## src/rtl/rtc_burst_seq_if.sv

```systemverilog
// Bus-cycle interface between the burst sequencer and the RTC bus-cycle engine.
// The master side issues request/write/address/data. The slave side returns ack and read data.
interface rtc_burst_seq_if #(
  parameter int DW = 8,
  parameter int AW = 8
) ();
  logic          bus_req;
  logic          bus_we;
  logic [AW-1:0] bus_addr;
  logic [DW-1:0] bus_wdata;
  logic          bus_ack;
  logic [DW-1:0] bus_rdata;

  modport master (
    output bus_req, bus_we, bus_addr, bus_wdata,
    input  bus_ack, bus_rdata
  );

  modport slave (
    input  bus_req, bus_we, bus_addr, bus_wdata,
    output bus_ack, bus_rdata
  );
endinterface

```

## src/rtl/rtc_burst_seq.sv

```systemverilog
// Burst read/write sequencer for the RTC register bank.
// One start pulse walks NREG consecutive registers from BASE_ADDR through the bus-cycle engine.
// A read burst captures each returned byte into rd_data. A write burst sends a snapshot of wr_data.
// Every bus cycle is followed by a one-cycle gap with bus_req low.
// Optional feature: define RTC_SEQ_TIMEOUT_EN to abort a burst when an ack takes TO_CYC cycles.
// The abort raises the sticky error flag. Without the macro the sequencer waits for ack indefinitely.
module rtc_burst_seq #(
  parameter int            DW        = 8,
  parameter int            AW        = 8,
  parameter int            NREG      = 9,
  parameter logic [AW-1:0] BASE_ADDR = AW'(8'h21),
  parameter int            TO_CYC    = 255
) (
  input  logic                 clk,
  input  logic                 reset,
  input  logic                 start,
  input  logic                 wr_mode,
  input  logic [NREG*DW-1:0]   wr_data,
  rtc_burst_seq_if.master      bus,
  output logic [NREG*DW-1:0]   rd_data,
  output logic                 busy,
  output logic                 done,
  output logic                 error
);

  // idx needs at least one bit, so that NREG=1 still elaborates.
  localparam int IW = (NREG > 1) ? $clog2(NREG) : 1;

  typedef enum logic [1:0] {IDLE, REQ, GAP, DONE} state_t;

  state_t             state_reg, state_next;
  logic [IW-1:0]      idx_reg, idx_next;
  logic [IW-1:0]      idx_inc;
  logic               mode_reg, mode_next;
  logic [NREG*DW-1:0] wr_data_reg, wr_data_next;
  logic               bus_req_reg, bus_req_next;
  logic               bus_we_reg, bus_we_next;
  logic [AW-1:0]      bus_addr_reg, bus_addr_next;
  logic [DW-1:0]      bus_wdata_reg, bus_wdata_next;
  logic               busy_reg, busy_next;
  logic               done_reg, done_next;
  logic               capture;
  logic [DW-1:0]      wr_word [NREG];
  logic [DW-1:0]      rd_word_reg [NREG];

`ifdef RTC_SEQ_TIMEOUT_EN
  localparam int CW = $clog2(TO_CYC + 1);
  logic [CW-1:0] to_cnt_reg, to_cnt_next;
  logic          error_reg, error_next;
`endif

  // Split the latched write snapshot into per-register words, and pack the captured image back out.
  genvar gi;
  generate
    for (gi = 0; gi < NREG; gi++) begin : g_word
      assign wr_word[gi]              = wr_data_reg[gi*DW +: DW];
      assign rd_data[gi*DW +: DW]     = rd_word_reg[gi];
    end
  endgenerate

  assign idx_inc = idx_reg + IW'(1);

  // Next-state and next-output decode. All outputs are registered, so every _next follows its state change.
  always_comb begin
    state_next     = state_reg;
    idx_next       = idx_reg;
    mode_next      = mode_reg;
    wr_data_next   = wr_data_reg;
    bus_req_next   = bus_req_reg;
    bus_we_next    = bus_we_reg;
    bus_addr_next  = bus_addr_reg;
    bus_wdata_next = bus_wdata_reg;
    busy_next      = busy_reg;
    done_next      = 1'b0;
    capture        = 1'b0;
`ifdef RTC_SEQ_TIMEOUT_EN
    to_cnt_next    = to_cnt_reg;
    error_next     = error_reg;
`endif
    unique case (state_reg)
      IDLE: begin
        if (start) begin
          mode_next      = wr_mode;
          wr_data_next   = wr_data;
          idx_next       = '0;
          busy_next      = 1'b1;
          bus_req_next   = 1'b1;
          bus_we_next    = wr_mode;
          bus_addr_next  = BASE_ADDR;
          bus_wdata_next = wr_data[DW-1:0];
          state_next     = REQ;
`ifdef RTC_SEQ_TIMEOUT_EN
          to_cnt_next    = '0;
          error_next     = 1'b0;
`endif
        end
      end
      REQ: begin
        if (bus.bus_ack) begin
          capture      = ~mode_reg;
          bus_req_next = 1'b0;
          state_next   = GAP;
        end
`ifdef RTC_SEQ_TIMEOUT_EN
        else if (to_cnt_reg == CW'(TO_CYC - 1)) begin
          // This is the TO_CYC-th cycle without ack: abandon the rest of the burst.
          bus_req_next = 1'b0;
          error_next   = 1'b1;
          busy_next    = 1'b0;
          done_next    = 1'b1;
          state_next   = DONE;
        end else begin
          to_cnt_next  = to_cnt_reg + CW'(1);
        end
`endif
      end
      GAP: begin
        if (idx_reg == IW'(NREG - 1)) begin
          busy_next  = 1'b0;
          done_next  = 1'b1;
          state_next = DONE;
        end else begin
          idx_next       = idx_inc;
          bus_req_next   = 1'b1;
          bus_addr_next  = BASE_ADDR + AW'(idx_inc);
          bus_wdata_next = wr_word[idx_inc];
          state_next     = REQ;
`ifdef RTC_SEQ_TIMEOUT_EN
          to_cnt_next    = '0;
`endif
        end
      end
      DONE: begin
        state_next = IDLE;
      end
      default: begin
        state_next = IDLE;
      end
    endcase
  end

  // State and registered-output update.
  always_ff @(posedge clk) begin
    if (reset) begin
      state_reg     <= IDLE;
      idx_reg       <= '0;
      mode_reg      <= 1'b0;
      wr_data_reg   <= '0;
      bus_req_reg   <= 1'b0;
      bus_we_reg    <= 1'b0;
      bus_addr_reg  <= '0;
      bus_wdata_reg <= '0;
      busy_reg      <= 1'b0;
      done_reg      <= 1'b0;
    end else begin
      state_reg     <= state_next;
      idx_reg       <= idx_next;
      mode_reg      <= mode_next;
      wr_data_reg   <= wr_data_next;
      bus_req_reg   <= bus_req_next;
      bus_we_reg    <= bus_we_next;
      bus_addr_reg  <= bus_addr_next;
      bus_wdata_reg <= bus_wdata_next;
      busy_reg      <= busy_next;
      done_reg      <= done_next;
    end
  end

  // Capture read data into the word addressed by idx; other words keep their previous value.
  always_ff @(posedge clk) begin
    if (reset) begin
      for (int i = 0; i < NREG; i++) begin
        rd_word_reg[i] <= '0;
      end
    end else begin
      for (int i = 0; i < NREG; i++) begin
        if (capture && (idx_reg == IW'(i))) begin
          rd_word_reg[i] <= bus.bus_rdata;
        end
      end
    end
  end

`ifdef RTC_SEQ_TIMEOUT_EN
  // Ack timeout counter and sticky error flag.
  always_ff @(posedge clk) begin
    if (reset) begin
      to_cnt_reg <= '0;
      error_reg  <= 1'b0;
    end else begin
      to_cnt_reg <= to_cnt_next;
      error_reg  <= error_next;
    end
  end

  assign error = error_reg;
`else
  // TO_CYC only matters when the timeout is built in.
  logic [31:0] unused_to_cyc;
  assign unused_to_cyc = TO_CYC;
  assign error         = 1'b0;
`endif

  assign bus.bus_req   = bus_req_reg;
  assign bus.bus_we    = bus_we_reg;
  assign bus.bus_addr  = bus_addr_reg;
  assign bus.bus_wdata = bus_wdata_reg;
  assign busy          = busy_reg;
  assign done          = done_reg;

endmodule

```

## src/flat_wrapper.sv

```systemverilog
// flat-port wrapper written by rule: the top's interface ports become plain ports
module rtc_burst_seq_flat 
#(
  parameter int            DW        = 8,
  parameter int            AW        = 8,
  parameter int            NREG      = 9,
  parameter logic [AW-1:0] BASE_ADDR = AW'(8'h21),
  parameter int            TO_CYC    = 255
)
  (clk, reset, start, wr_mode, wr_data, rd_data, busy, done, error, bus_bus_req, bus_bus_we, bus_bus_addr, bus_bus_wdata, bus_bus_ack, bus_bus_rdata);
  rtc_burst_seq_if #(.DW(DW), .AW(AW)) bus_i ();
  input  logic clk;
  input  logic reset;
  input  logic start;
  input  logic wr_mode;
  input  logic [NREG*DW-1:0] wr_data;
  output logic [NREG*DW-1:0] rd_data;
  output logic busy;
  output logic done;
  output logic error;
  output wire logic [$bits(bus_i.bus_req)-1:0] bus_bus_req;
  output wire logic [$bits(bus_i.bus_we)-1:0] bus_bus_we;
  output wire logic [$bits(bus_i.bus_addr)-1:0] bus_bus_addr;
  output wire logic [$bits(bus_i.bus_wdata)-1:0] bus_bus_wdata;
  input wire logic [$bits(bus_i.bus_ack)-1:0] bus_bus_ack;
  input wire logic [$bits(bus_i.bus_rdata)-1:0] bus_bus_rdata;
  assign bus_bus_req = bus_i.bus_req;
  assign bus_bus_we = bus_i.bus_we;
  assign bus_bus_addr = bus_i.bus_addr;
  assign bus_bus_wdata = bus_i.bus_wdata;
  assign bus_i.bus_ack = bus_bus_ack;
  assign bus_i.bus_rdata = bus_bus_rdata;
  rtc_burst_seq #(.DW(DW), .AW(AW), .NREG(NREG), .BASE_ADDR(BASE_ADDR), .TO_CYC(TO_CYC)) u_core (.clk(clk), .reset(reset), .start(start), .wr_mode(wr_mode), .wr_data(wr_data), .bus(bus_i), .rd_data(rd_data), .busy(busy), .done(done), .error(error));
endmodule
```

## config.mk

```make
export PLATFORM = sky130hd
export DESIGN_NAME = rtc_burst_seq_flat
export DESIGN_NICKNAME = d
export VERILOG_FILES = /design/src/rtl/rtc_burst_seq_if.sv /design/src/rtl/rtc_burst_seq.sv /design/src/flat_wrapper.sv
export SDC_FILE = /design/constraint.sdc
export NUM_CORES = 1
export LEC_CHECK = 0
export ABC_AREA = 1
export CORE_MARGIN = 1.5
export CORE_UTILIZATION = 45
export DETAILED_ROUTE_END_ITERATION = 7
export PLACE_DENSITY = 0.77
export SYNTH_ARGS = -nofsm -noshare
export SYNTH_HDL_FRONTEND = slang
export SYNTH_SLANG_ARGS = --single-unit
```

## constraint.sdc

```tcl
create_clock -name clk -period 2.08 [get_ports clk]
set_input_delay 0.416 -clock clk [delete_from_list [all_inputs] [get_ports clk]]
set_output_delay 0.416 -clock clk [all_outputs]
set_load 0.05 [all_outputs]
```

* Word-level counts from Yosys, hierarchy flattened
Memory sizes are Yosys's and may differ from the RTL's.
Index checks and enable logic that the tools add are counted.
** Word-level totals
- Register bits after elaboration :: 98
- Bits in writable memories :: 72
- Bits of input ports :: 85
- Output and inout bits :: 93
- Word-level logic and storage cells :: 122
- Memories kept :: 1
** Memory list
- u_core.rd_word_reg :: words 9, width 8, read ports 9, clocked after Yosys merged registers in 0, write ports 9, RTL line rtc_burst_seq.sv:44 : logic [DW-1:0] rd_word_reg [NREG];
** Cells by class
- Add/subtract/negate cells :: 2
- Order comparisons :: 1
- Equal/unequal tests :: 15
- Multiplexer cells :: 63
- Bitwise gates (word level) :: 12
- Reduce and logical (&&, ||, !) cells :: 19
** Operators with widths (count)
- two-way mux 8 bit :: 15
- two-way mux 1 bit :: 36
- binary-select mux 8 bit (select 4 bit) :: 1
- one-hot mux 8 bit (2 select lines) :: 2
- == test 4 x 3 -> 1 bit, second input constant :: 4
- logical AND 1 bit :: 9
- OR 1 bit :: 9
- == test 4 x 2 -> 1 bit, second input constant :: 2
- two-way mux 4 bit :: 2
- one-hot mux 2 bit (4 select lines) :: 1
- one-hot mux 4 bit (2 select lines) :: 1
- adder 6 x 4 -> 7 bit, first input constant :: 1
- two-way mux 2 bit :: 3
- != test 2 bit, second input constant :: 3
- AND reduction 3 bit :: 2
- greater-or-equal comparator 5 bit, second input constant :: 1
- inverter 4 -> 5 bit :: 1
- adder 4 x 1 -> 4 bit, second input constant :: 1
- == test 2 bit, second input constant :: 2
- == test 4 x 1 -> 1 bit, second input constant :: 1
- == test 4 bit, second input constant :: 1
- logical NOT 4 bit :: 1
- AND reduction 2 bit :: 2
- AND reduction 4 bit :: 1
- 9 further kinds :: 10

* Longest topological paths before layout
Gate-level depths: netlist (run 1).
- Word-level depth :: 8
- Depth in mapped cells :: 13
- Mapped depth without buffers :: 11

* Worst setup path after synthesis (run 1)
OpenSTA, ideal clock, no wires.
- Path kind :: register to register
- Start point :: reg u_core.idx_reg[0]
- End point :: mem u_core.rd_word_reg[0][0], data pin
- Library setup time :: 0.274 ns
- Arrival :: 1.714 ns
- Data required time :: 1.806 ns
- Path slack :: 0.092 ns
- Cell stages (with the launch flop) :: 11
- Buffers on the path :: 2
- Clock period less this slack :: 1.988 ns
- Cell sequence :: dfxtp_1 buf_4 inv_2 buf_2 ha_1 inv_1 nor2_1 o21ai_0 nand4_2 nor2_4 nor2_2
** RTL lines
- from (decl) :: RTL line rtc_burst_seq.sv:32 : logic [IW-1:0] idx_reg, idx_next;
- from (signal assigned) :: RTL line rtc_burst_seq.sv:157 : idx_reg <= idx_next;
- to (decl) :: RTL line rtc_burst_seq.sv:44

* Final worst setup path (run 1)
- Start point :: reg u_core.bus_wdata_reg[7], in the netlist u_core.bus.bus_wdata[7]
- End point :: out bus_bus_wdata[7]
** RTL lines
- from (decl) :: RTL line rtc_burst_seq.sv:39 : logic [DW-1:0] bus_wdata_reg, bus_wdata_next;
- from (signal assigned) :: RTL line rtc_burst_seq.sv:163 : bus_wdata_reg <= bus_wdata_next;
- to (decl) :: RTL line flat_wrapper.sv:24 : output wire logic [$bits(bus_i.bus_wdata)-1:0] bus_bus_wdata;
No word-level cell between the ends.

==> qor.txt, run 1 <==
outcome: finished clean
reg2reg end: u_core.rd_word_reg[0][4]
final core occ: 64.1%
ANT nets after route: 0
hold path cells: 2
GRT Resource Usage Total: 22.0%
dpl hpwl: 13.0 mm
Core Rows: 45
CP startpoint kind: flip-flop
antenna violations before repair: 1
delay-heaviest family, CP: buffers and inverters
Slew @ Worst Pin: 0.570 ns
Leakage: 3.94 nW
R2R depth: 10
min-delay src: u_core.wr_data_reg[2]
critical register-to-register path startpoint: u_core.idx_reg[1]
Num CTS Buffers: 17
Setup Slack @ Placement: -0.222 ns
Final nets: 1,050
Yosys Warn Count: 0
drt first pass iters: 5
Comb pwr share: 19.4%
Hold Path Class: reg2reg
CP Cell Sequence: clkdlybuf4s50_1
area delta synth->final: 37.7%
DR vias: 5,826
Fill cells: 1,244
depth of the CTS H-tree: 4
Worst EP arrival: 1.64 ns
Synth Instances: 776
final hold violation count: 0
Mapped Area: 0.00713 mm²
share of cells above drive strength 1: 15.2%
part of the power in the clock network: 34.8%
sw frac: 29.8%
Routed wire per std cell: 15.1 µm
Slowest-stage cell, CP: clkdlybuf4s50_1
min Tclk post-route: 2.05 ns
register share of total power: 45.8%
vias in the first global route: 5,304
die width: 129 µm
worst path buffer plus inverter count: 1
Int Pwr: 5.86 mW
Power Total: 8.34 mW
pwr/cell area: 850 mW/mm²
CTS tree: built
PortBufs: 174
Final setup viols: 0
total global routing overflow: 0
slew margin rel.: 61.9%
full die area: 0.0166 mm²
Worst Hold End: u_core.wr_data_reg[2]
reg2reg setup slack: 0.06 ns
largest net degree at the start of global routing: 78
Fmax achieved: 0.487 GHz
vias per std cell: 4.92
# clock sinks: 168
Bufs on Longest Clock Path: 2
Psw: 2.48 mW
Distinct cells, synth: 36
Yosys reg bits: 168
Mean Syn Cell Area: 9.18 µm²
crit end category: primary output
peak supply drop: 643 µV
skew final: 0.0125 ns
Worst-Skew Late Latency: 0.43 ns
Setup CP Type: reg2out
CP peak stage delay: 0.82 ns
fin. max-slew vios: 0
DRC: 0
first-pass GRT wire length: 27.6 mm
Die Y: 129 µm
GPL Wtd Cong: 0.843
Clock Tree Root: clkbuf_16
sequential area share after synthesis: 57.3%
Core ar.: 0.0153 mm²
Max-cap violations: 0
crit-path max FO: 2
setup ws final: 0.0283 ns
starting density of the core: 46.5%
CP required: 1.66 ns
number of I/O pins: 178
final WL: 17.9 mm
DRT iter0 DRCs: 373
Worst-path clk slew: 0.07 ns
# diodes: 0
fin crit share: 98.6%
[cell usage in the layout, fill, tap and decap left out, types with 5 or more instances in the layout]
cell type | synthesis | final
ha_1 | 5 | 5
nand2_2 | 16 | 15
inv_6 | 2 | 6
o21ai_0 | 77 | 77
nand2_1 | 120 | 120
nor2_1 | 67 | 67
a21oi_2 | 11 | 11
clkdlybuf4s50_1 | 0 | 165
a21oi_1 | 69 | 69
nand3_1 | 48 | 48
buf_4 | 8 | 30
o21ai_1 | 7 | 7
nor2_2 | 9 | 6
clkbuf_16 | 0 | 17
nor2_4 | 4 | 7
edfxtp_1 | 72 | 72
inv_2 | 8 | 8
buf_12 | 2 | 11
dfxtp_1 | 96 | 94
nand3_2 | 16 | 16
inv_1 | 82 | 82
[Yosys cell counts (all sizes together)]
library cell	instances	share of area (%)
buf	34	3.7
o211ai	1	0.11
nor2	80	5.0
nand4	4	0.44
dfxtp	96	27
clkbuf	15	0.83
nand3b	1	0.11
a21oi	80	6.2
nand2	139	8.2
o21ai	84	5.9
o31ai	1	0.11
edfxtp	72	30
ha	5	0.88
or2	2	0.18
conb	1	0.053
o21a	1	0.11
inv	93	5.1
nand3	64	5.6
nor3	3	0.28
[worst max-delay path by stage]
| stage | start | end | slack (ns) | cells past startpoint |
|---|---|---|---|---|
| 6_report | u_core.bus.bus_wdata[7] | bus_bus_wdata[7] | 0.03 | 1 |
| 5_1_grt | u_core.idx_reg[0] | u_core.rd_word_reg[0][3] | -0.09 | 10 |
| 4_1_cts | u_core.bus.bus_wdata[6] | bus_bus_wdata[6] | 0.005 | 1 |
| 3_5_place_dp | reset | u_core.rd_word_reg[0][12] | -0.22 | 7 |
| 3_3_place_gp | reset | u_core.rd_word_reg[0][27] | -0.15 | 7 |
| 2_1_floorplan | u_core.idx_reg[0] | u_core.rd_word_reg[0][0] | 0.09 | 10 |
[worst min-delay path: stages (launching register included)]
cell     delay (ns)
dfxtp_1        0.30
inv_1          0.06
a21oi_1        0.05
[kinds of logic (layout without fill, tap and decap cells)]
logic type	count (synthesis)	in the layout	share of synthesized area (%)
flops	168	168	57.3
compound gates	167	167	12.4
buf+inv	142	337	9.57
simple gates	293	293	19.8
fa+ha+maj	5	5	0.878
other cells	1	3	0.0526
[what timing repair did]
| action | in CTS | in global routing |
|---|---|---|
| hold endpoints to repair | 0 | 0 |
| hold buffers | 0 | 0 |
| resized for setup | 2 | 9 |
| buffers inserted | 0 | 1 |
| pin swaps | 0 | 1 |
| endpoints found under the setup margin | 2 | 76 |
[cell type report]
cell class | instances | area, µm² | area share (%)
Sequential cell | 168 | 4090 | 41.7
Inverter | 93 | 362 | 3.69
Timing Repair Buffer | 212 | 2160 | 22.1
Tap cell | 211 | 264 | 2.69
Multi-Input combinational cell | 468 | 2390 | 24.3
Clock inverter | 14 | 116 | 1.19
Clock buffer | 18 | 429 | 4.38
[metrics by stage]
stage	hold WS, ns	instance area (µm²)	setup TNS (ns)	cells
6_report	0.451	9810	0	1184
5_1_grt	0.466	9810	-2.14	1184
4_1_cts	0.453	9760	0	1183
3_5_place_dp	0.444	9220	-15.91	1151
3_3_place_gp	0.435	9220	-10.75	1151
2_1_floorplan	0.424	7130	0	778
[power groups by stage]
stage | clock network (mW) | logic (mW) | registers, mW
floorplan | 0 | 0.688 | 4.24
global placement | 0 | 1.59 | 3.88
detailed placement | 0 | 1.61 | 3.89
CTS | 2.95 | 1.62 | 3.82
global route | 3.07 | 1.75 | 3.84
finish | 2.90 | 1.61 | 3.82
[routing by layer]
layer | global-route usage (%) | vias to the layer above | share of wire [%]
met1 | 26.6 | 2675 | 42
met3 | 6.20 | 25 | 6.5
met5 | 0 | - | 0.073
met2 | 37.5 | 220 | 50
li1 | - | 2904 | -
met4 | 7.93 | 2 | 1.6
(Power assumes the default switching activity.)
==> run 2, diff against run 1 <==
--- a/config.mk
+++ b/config.mk
@@ -7,9 +7,9 @@
 export LEC_CHECK = 0
 export ABC_AREA = 1
 export CORE_MARGIN = 1.5
-export CORE_UTILIZATION = 45
+export CORE_UTILIZATION = 40
 export DETAILED_ROUTE_END_ITERATION = 7
-export PLACE_DENSITY = 0.77
+export PLACE_DENSITY = 0.7
 export SYNTH_ARGS = -nofsm -noshare
 export SYNTH_HDL_FRONTEND = slang
 export SYNTH_SLANG_ARGS = --single-unit
==> qor.txt, run 2 (same netlist as run 1, synthesis figures left out) <==
outcome: finished clean
Num CTS Buffers: 17 (unchanged)
Slew @ Worst Pin: 0.561 ns (-0.00911 ns)
Worst-Skew Late Latency: 0.43 ns (about the same)
vias in the first global route: 5,390 (+1.6%)
Hold Path Class: reg2reg
Worst-path clk slew: 0.07 ns (about the same)
DRC: 0 (unchanged)
hold slack: 0.453 ns (+0.00122 ns)
vias per std cell: 4.75 (-3.4%)
Routed wire per std cell: 14.7 µm (-2.9%)
peak supply drop: 547 µV (-15%)
post-route cell area: 0.00986 mm² (+0.51%)
first-pass GRT wire length: 27.7 mm (+0.58%)
Int Pwr: 5.89 mW (+0.54%)
total global routing overflow: 0 (unchanged)
Leakage: 3.95 nW (+0.31%)
Bufs on Longest Clock Path: 2 (unchanged)
min Tclk post-route: 2.04 ns (-0.0132 ns)
GPL Wtd Cong: 0.825 (-2.1%)
CP required: 1.66 ns (about the same)
Setup CP Type: reg2out
part of the power in the clock network: 35.6% (+0.8 points)
delay-heaviest family, CP: buffers and inverters
skew final: 0.00916 ns (-0.00334 ns)
antenna violations before repair: 1 (unchanged)
Final Non-Filler Cells: 1,205 (+1.8%)
PortBufs: 174 (unchanged)
sw frac: 30.2% (+0.42 points)
final hold violation count: 0 (unchanged)
Hold Buf Count CTS: 0 (unchanged)
die width: 136 µm (+5.9%)
depth of the CTS H-tree: 4 (unchanged)
CP Cell Sequence: clkdlybuf4s50_1
Psw: 2.55 mW (+2.6%)
# clock sinks: 168 (unchanged)
Slowest-stage cell, CP: clkdlybuf4s50_1
most frequent cells in the layout: 165 x clkdlybuf4s50_1, 120 x nand2_1, 95 x dfxtp_1
crit-path max FO: 2 (unchanged)
RSZ-0062 raised after global routing: no
drt first pass iters: 7 (+2)
ANT nets after route: 0 (unchanged)
Power Total: 8.43 mW (+1.1%)
DR vias: 5,726 (-1.7%)
Worst EP arrival: 1.62 ns (-0.02 ns)
DRT iter0 DRCs: 378 (+1.3%)
Clock Tree Root: clkbuf_16
Core Rows: 48 (+6.7%)
pwr/cell area: 855 mW/mm² (+0.63%)
CP peak stage delay: 0.82 ns (about the same)
number of I/O pins: 178 (unchanged)
placed insts: 1,171 (+1.7%)
slew margin rel.: 62.5% (+0.55 points)
# diodes: 0 (unchanged)
CP startpoint kind: flip-flop
fin crit share: 98.0% (-0.64 points)
worst path buffer plus inverter count: 1 (unchanged)
register share of total power: 45.2% (-0.6 points)
final WL: 17.7 mm (-1.2%)
Fmax achieved: 0.491 GHz (+0.65%)
area delta synth->final: 38.4%
Final nets: 1,057 (+0.67%)
crit end category: primary output
Comb pwr share: 19.2% (-0.2 points)
dpl hpwl: 13.0 mm (+0.46%)
Post-DP Area: 0.00927 mm² (+0.57%)
Final setup viols: 0 (unchanged)
full die area: 0.0186 mm² (+12%)
share of cells above drive strength 1: 16.1% (+0.91 points)
Die Y: 136 µm (+5.9%)
GRT Resource Usage Total: 19.7% (-2.3 points)
Core ar.: 0.0174 mm² (+13%)
CTS tree: built
reg2reg setup slack: 0.14 ns (+0.08 ns)
final core occ: 56.8% (-7.2 points)
fin. max-slew vios: 0 (unchanged)
most common cell after layout, fill and taps aside: clkdlybuf4s50_1
largest net degree at the start of global routing: 76 (-2.6%)
starting density of the core: 41.1% (-5.5 points)
Max-cap violations: 0 (unchanged)
==> run 2: cell count changes in the layout (fill, tap and decap cells not counted), sizes merged <==
cell / delta
buf: +11
clkinvlp: -2
dlygate4sd2: -2
inv: +3
clkbuf: -1
dlymetal6s2s: -2
==> run 2: cell type report <==
cell class                      instances  area [µm²]
Clock buffer                           17         425
Clock inverter                         15         136
Fill cell                            1516        7500
Inverter                               93         362
Multi-Input combinational cell        468        2380
Sequential cell                       168        4090
Tap cell                              225         282
Timing Repair Buffer                  219        2190
==> run 2: per-stage QoR <==
stage | setup TNS, ns | worst slack, ns
3_3_place_gp | -13.59 | -0.232
6_report | 0 | 0.0416
4_1_cts | 0 | 0.0185
3_5_place_dp | -17.61 | -0.292
2_1_floorplan | 0 | 0.0919
5_1_grt | 0 | 0.00989
==> run 2: metal layers <==
metal / up-vias / track usage, % / routed length (µm)
li1: 2911 / - / -
met1: 2593 / 25.9 / 7930
met2: 201 / 32.4 / 8400
met3: 19 / 4.66 / 1110
met4: 2 / 5.26 / 253
met5: - / 0 / 9
==> run 2: power by group through the flow <==
stage | clock, mW | combinational, mW | sequential [mW]
4_1_cts | 3.03 | 1.63 | 3.81
3_3_place_gp | 0 | 1.61 | 3.88
6_report | 3.00 | 1.62 | 3.81
2_1_floorplan | 0 | 0.688 | 4.24
5_1_grt | 3.17 | 1.76 | 3.84
3_5_place_dp | 0 | 1.63 | 3.88
==> run 2: worst paths after layout <==
kind,start,to,depth (start not counted)
worst min register to register,u_core.wr_data_reg[29],u_core.wr_data_reg[29],2
worst max-delay path,u_core.bus.bus_wdata[7],bus_bus_wdata[7],1
worst min-delay path,u_core.wr_data_reg[29],u_core.wr_data_reg[29],2
worst max register to register,u_core.idx_reg[0],u_core.rd_word_reg[0][15],8
==> run 2: repair_timing <==
item | 4_1_cts | 5_1_grt
gates resized for setup | 0 | 5
setup buffers | 0 | 2
setup endpoints to repair | 0 | 48
==> run 3, diff against run 2 <==
--- a/config.mk
+++ b/config.mk
@@ -5,11 +5,10 @@
 export SDC_FILE = /design/constraint.sdc
 export NUM_CORES = 1
 export LEC_CHECK = 0
-export ABC_AREA = 1
 export CORE_MARGIN = 1.5
 export CORE_UTILIZATION = 40
 export DETAILED_ROUTE_END_ITERATION = 7
-export PLACE_DENSITY = 0.7
+export PLACE_DENSITY = 0.71
 export SYNTH_ARGS = -nofsm -noshare
 export SYNTH_HDL_FRONTEND = slang
 export SYNTH_SLANG_ARGS = --single-unit
==> qor.txt, run 3 <==
most frequent cells in the layout: 170 x clkdlybuf4s50_1, 168 x nand2_1, 95 x dfxtp_1
Worst-Skew Late Latency: 0.43 ns (about the same)
Slew @ Worst Pin: 0.816 ns (+0.255 ns)
Slowest-stage cell, CP: clkdlybuf4s50_1
Setup CP Type: reg2out
Bufs on Longest Clock Path: 2 (unchanged)
post-synth top area share: 32.9% (+2.5 points)
ANT nets after route: 0 (unchanged)
GPL Wtd Cong: 0.830 (+0.55%)
vias per std cell: 5.03 (+5.9%)
CTS tree: built
final core occ: 59.8% (+3.0 points)
slew margin rel.: 45.6% (-17 points)
Final nets: 891 (-16%)
Final Non-Filler Cells: 1,030 (-15%)
vias in the first global route: 5,046 (-6.4%)
CP startpoint kind: flip-flop
largest net degree at the start of global routing: 77 (+1.3%)
# clock sinks: 168 (unchanged)
CP peak stage delay: 0.82 ns (about the same)
first-pass GRT wire length: 26.7 mm (-3.6%)
min Tclk post-route: 2.05 ns (+0.00957 ns)
min-delay src: u_core.wr_data_reg[15]
final WL: 17.1 mm (-3.4%)
Hold Buf Count CTS: 0 (unchanged)
Hold Path Class: reg2reg
DRT iter0 DRCs: 316 (-16%)
Worst EP arrival: 1.63 ns (about the same)
final setup TNS: 0 ns (unchanged)
Power Total: 7.76 mW (-7.9%)
RSZ-0062 raised after global routing: no
antenna violations before repair: 0 (-1)
Synth Instances: 600 (-23%)
Clock Tree Root: clkbuf_16
postcts setup bufs: 0 (unchanged)
GRT Resource Usage Total: 20.1% (+0.43 points)
Routed wire per std cell: 16.6 µm (+13%)
Worst-path clk slew: 0.07 ns (about the same)
Core Rows: 46 (-4.2%)
Worst Hold End: u_core.wr_data_reg[15]
Yosys reg bits: 168 (unchanged)
critical register-to-register path startpoint: u_core.idx_reg[1]
Setup Slack @ Placement: -0.268 ns (+0.0235 ns)
setup ws final: 0.0320 ns (-0.00957 ns)
outcome: finished clean
total global routing overflow: 0 (unchanged)
DRC: 0 (unchanged)
top cells by area, synth: edfxtp_1 33%, dfxtp_1 29%, nand2_1 9.6%
fin. max-slew vios: 0 (unchanged)
placed insts: 996 (-15%)
peak supply drop: 567 µV (+3.7%)
fin crit share: 98.5% (+0.46 points)
crit-path max FO: 2 (unchanged)
PortBufs: 174 (unchanged)
# diodes: 0 (unchanged)
hold path cells: 2 (unchanged)
reg2reg setup slack: 0.09 ns (-0.05 ns)
pwr/cell area: 814 mW/mm² (-4.9%)
number of I/O pins: 178 (unchanged)
dpl hpwl: 12.1 mm (-7.5%)
delay-heaviest family, CP: buffers and inverters
CP required: 1.66 ns (about the same)
post-synth top area cell: edfxtp_1
share of cells above drive strength 1: 15.4% (-0.77 points)
starting density of the core: 41.2% (+0.19 points)
drt first pass iters: 5 (-2)
FF+latch area: 0.00409 mm² (unchanged)
final hold violation count: 0 (unchanged)
Fill cells: 1,284 (-15%)
DR vias: 5,183 (-9.5%)
Die Y: 131 µm (-3.9%)
worst path buffer plus inverter count: 1 (unchanged)
crit end category: primary output
sequential area share after synthesis: 62.1% (+4.8 points)
R2R depth: 7 (-1)
ys async rst share: 0% (unchanged)
Num CTS Buffers: 17 (unchanged)
Distinct cells, synth: 44 (+22%)
die width: 131 µm (-3.9%)
reg2reg end: u_core.bus.bus_wdata[6]
hold slack: 0.454 ns (+0.000968 ns)
Yosys Warn Count: 0 (unchanged)
Multi-input gate area: 0.00233 mm² (-2.1%)
skew final: 0.0127 ns (+0.00352 ns)
Core ar.: 0.0159 mm² (-8.1%)
ys flop type: dfxtp_1
number of synthesized flops with an enable pin: 72 (unchanged)
CP Cell Sequence: clkdlybuf4s50_1
depth of the CTS H-tree: 4 (unchanged)
Post-synth top cells: 169 x nand2_1, 96 x dfxtp_1, 83 x a21oi_1, 72 x edfxtp_1, 25 x clkbuf_1
full die area: 0.0172 mm² (-7.6%)
Mean Syn Cell Area: 11.0 µm² (+19%)
Post-DP Area: 0.00890 mm² (-4.0%)
most common cell in the netlist: nand2_1
most common cell after layout, fill and taps aside: clkdlybuf4s50_1
Leakage: 3.61 nW (-8.7%)
Fmax achieved: 0.488 GHz (-0.47%)
Max-cap violations: 0 (unchanged)
area delta synth->final: 45.1%
Mapped Area: 0.00658 mm² (-7.7%)
post-route cell area: 0.00954 mm² (-3.2%)
Final setup viols: 0 (unchanged)
-- run 3: cell types whose count changed after synthesis, moves of 16 or more --
cell and change:
inv_1 -76, nand3_2 -16, o21ai_0 -72, nand2_1 +49
nor2_1 -51, mux4_2 +16, nand3_1 -43, nand2_2 -16
-- run 3: worst max-delay path by stage --
stage                              startpoint                         to  slack [ns]  cells past startpoint
finish                u_core.bus.bus_wdata[3]           bus_bus_wdata[3]        0.03                      1
detailed placement                bus_bus_ack  u_core.rd_word_reg[0][64]       -0.27                      6
floorplan                   u_core.idx_reg[0]    u_core.bus.bus_wdata[7]       -0.01                      9
CTS                 u_core.rd_word_reg[0][10]                rd_data[10]       0.006                      1
global placement                  bus_bus_ack  u_core.rd_word_reg[0][51]       -0.17                      6
global route          u_core.bus.bus_wdata[6]           bus_bus_wdata[6]       0.002                      1
-- run 3: layout make-up --
| cell class | count | share of cell area, % |
|---|---|---|
| tap | 216 | 2.83 |
| clock inverter | 15 | 1.21 |
| inverter | 6 | 0.236 |
| clock buffer | 17 | 4.46 |
| timing repair buffer | 223 | 24.0 |
| sequential | 168 | 42.8 |
| multi-input combinational | 385 | 24.4 |
-- run 3: power by group --
group	switching (mW)	internal, mW	leakage [nW]
Clock	1.33	1.55	0.271
Combinational	0.685	0.493	1.80
Sequential	0.0905	3.62	1.53
Total	2.10	5.66	3.61
-- run 3: kinds of logic (layout without fill, tap and decap cells) --
kind of cell             after synthesis  count (layout)  synth area share [%]
AO/OA/AOI/OAI                        130             130                  12.3
XOR/XNOR                               6               6                  1.20
adder cells (fa/ha/maj)                5               5                 0.951
buffers and inverters                 49             261                  3.14
flip-flops                           168             168                  62.1
multiplexers                          23              23                  6.55
other                                  1               3                0.0570
AND/OR/NAND/NOR                      218             218                  13.7
-- run 3: timing repair --
action,CTS,global route
endpoints found under the setup margin,3,77
pin swaps,0,4
gates cloned,1,1
gates resized for setup,2,16
-- run 3: metal layers --
metal / wire [µm] / track usage (%) / share of wire (%)
met5: 0 / 0 / 0
met4: 486 / 8.24 / 2.8
met3: 1240 / 6.13 / 7.2
met2: 8250 / 33.3 / 48
met1: 7120 / 24.4 / 42
-- run 3: worst min-delay path: cells and delay by family, from the launching register on --
kind	cells	cell delay, ns
flip-flops	1	0.31
AND/OR/NAND/NOR	1	0.05
AO/OA/AOI/OAI	1	0.05
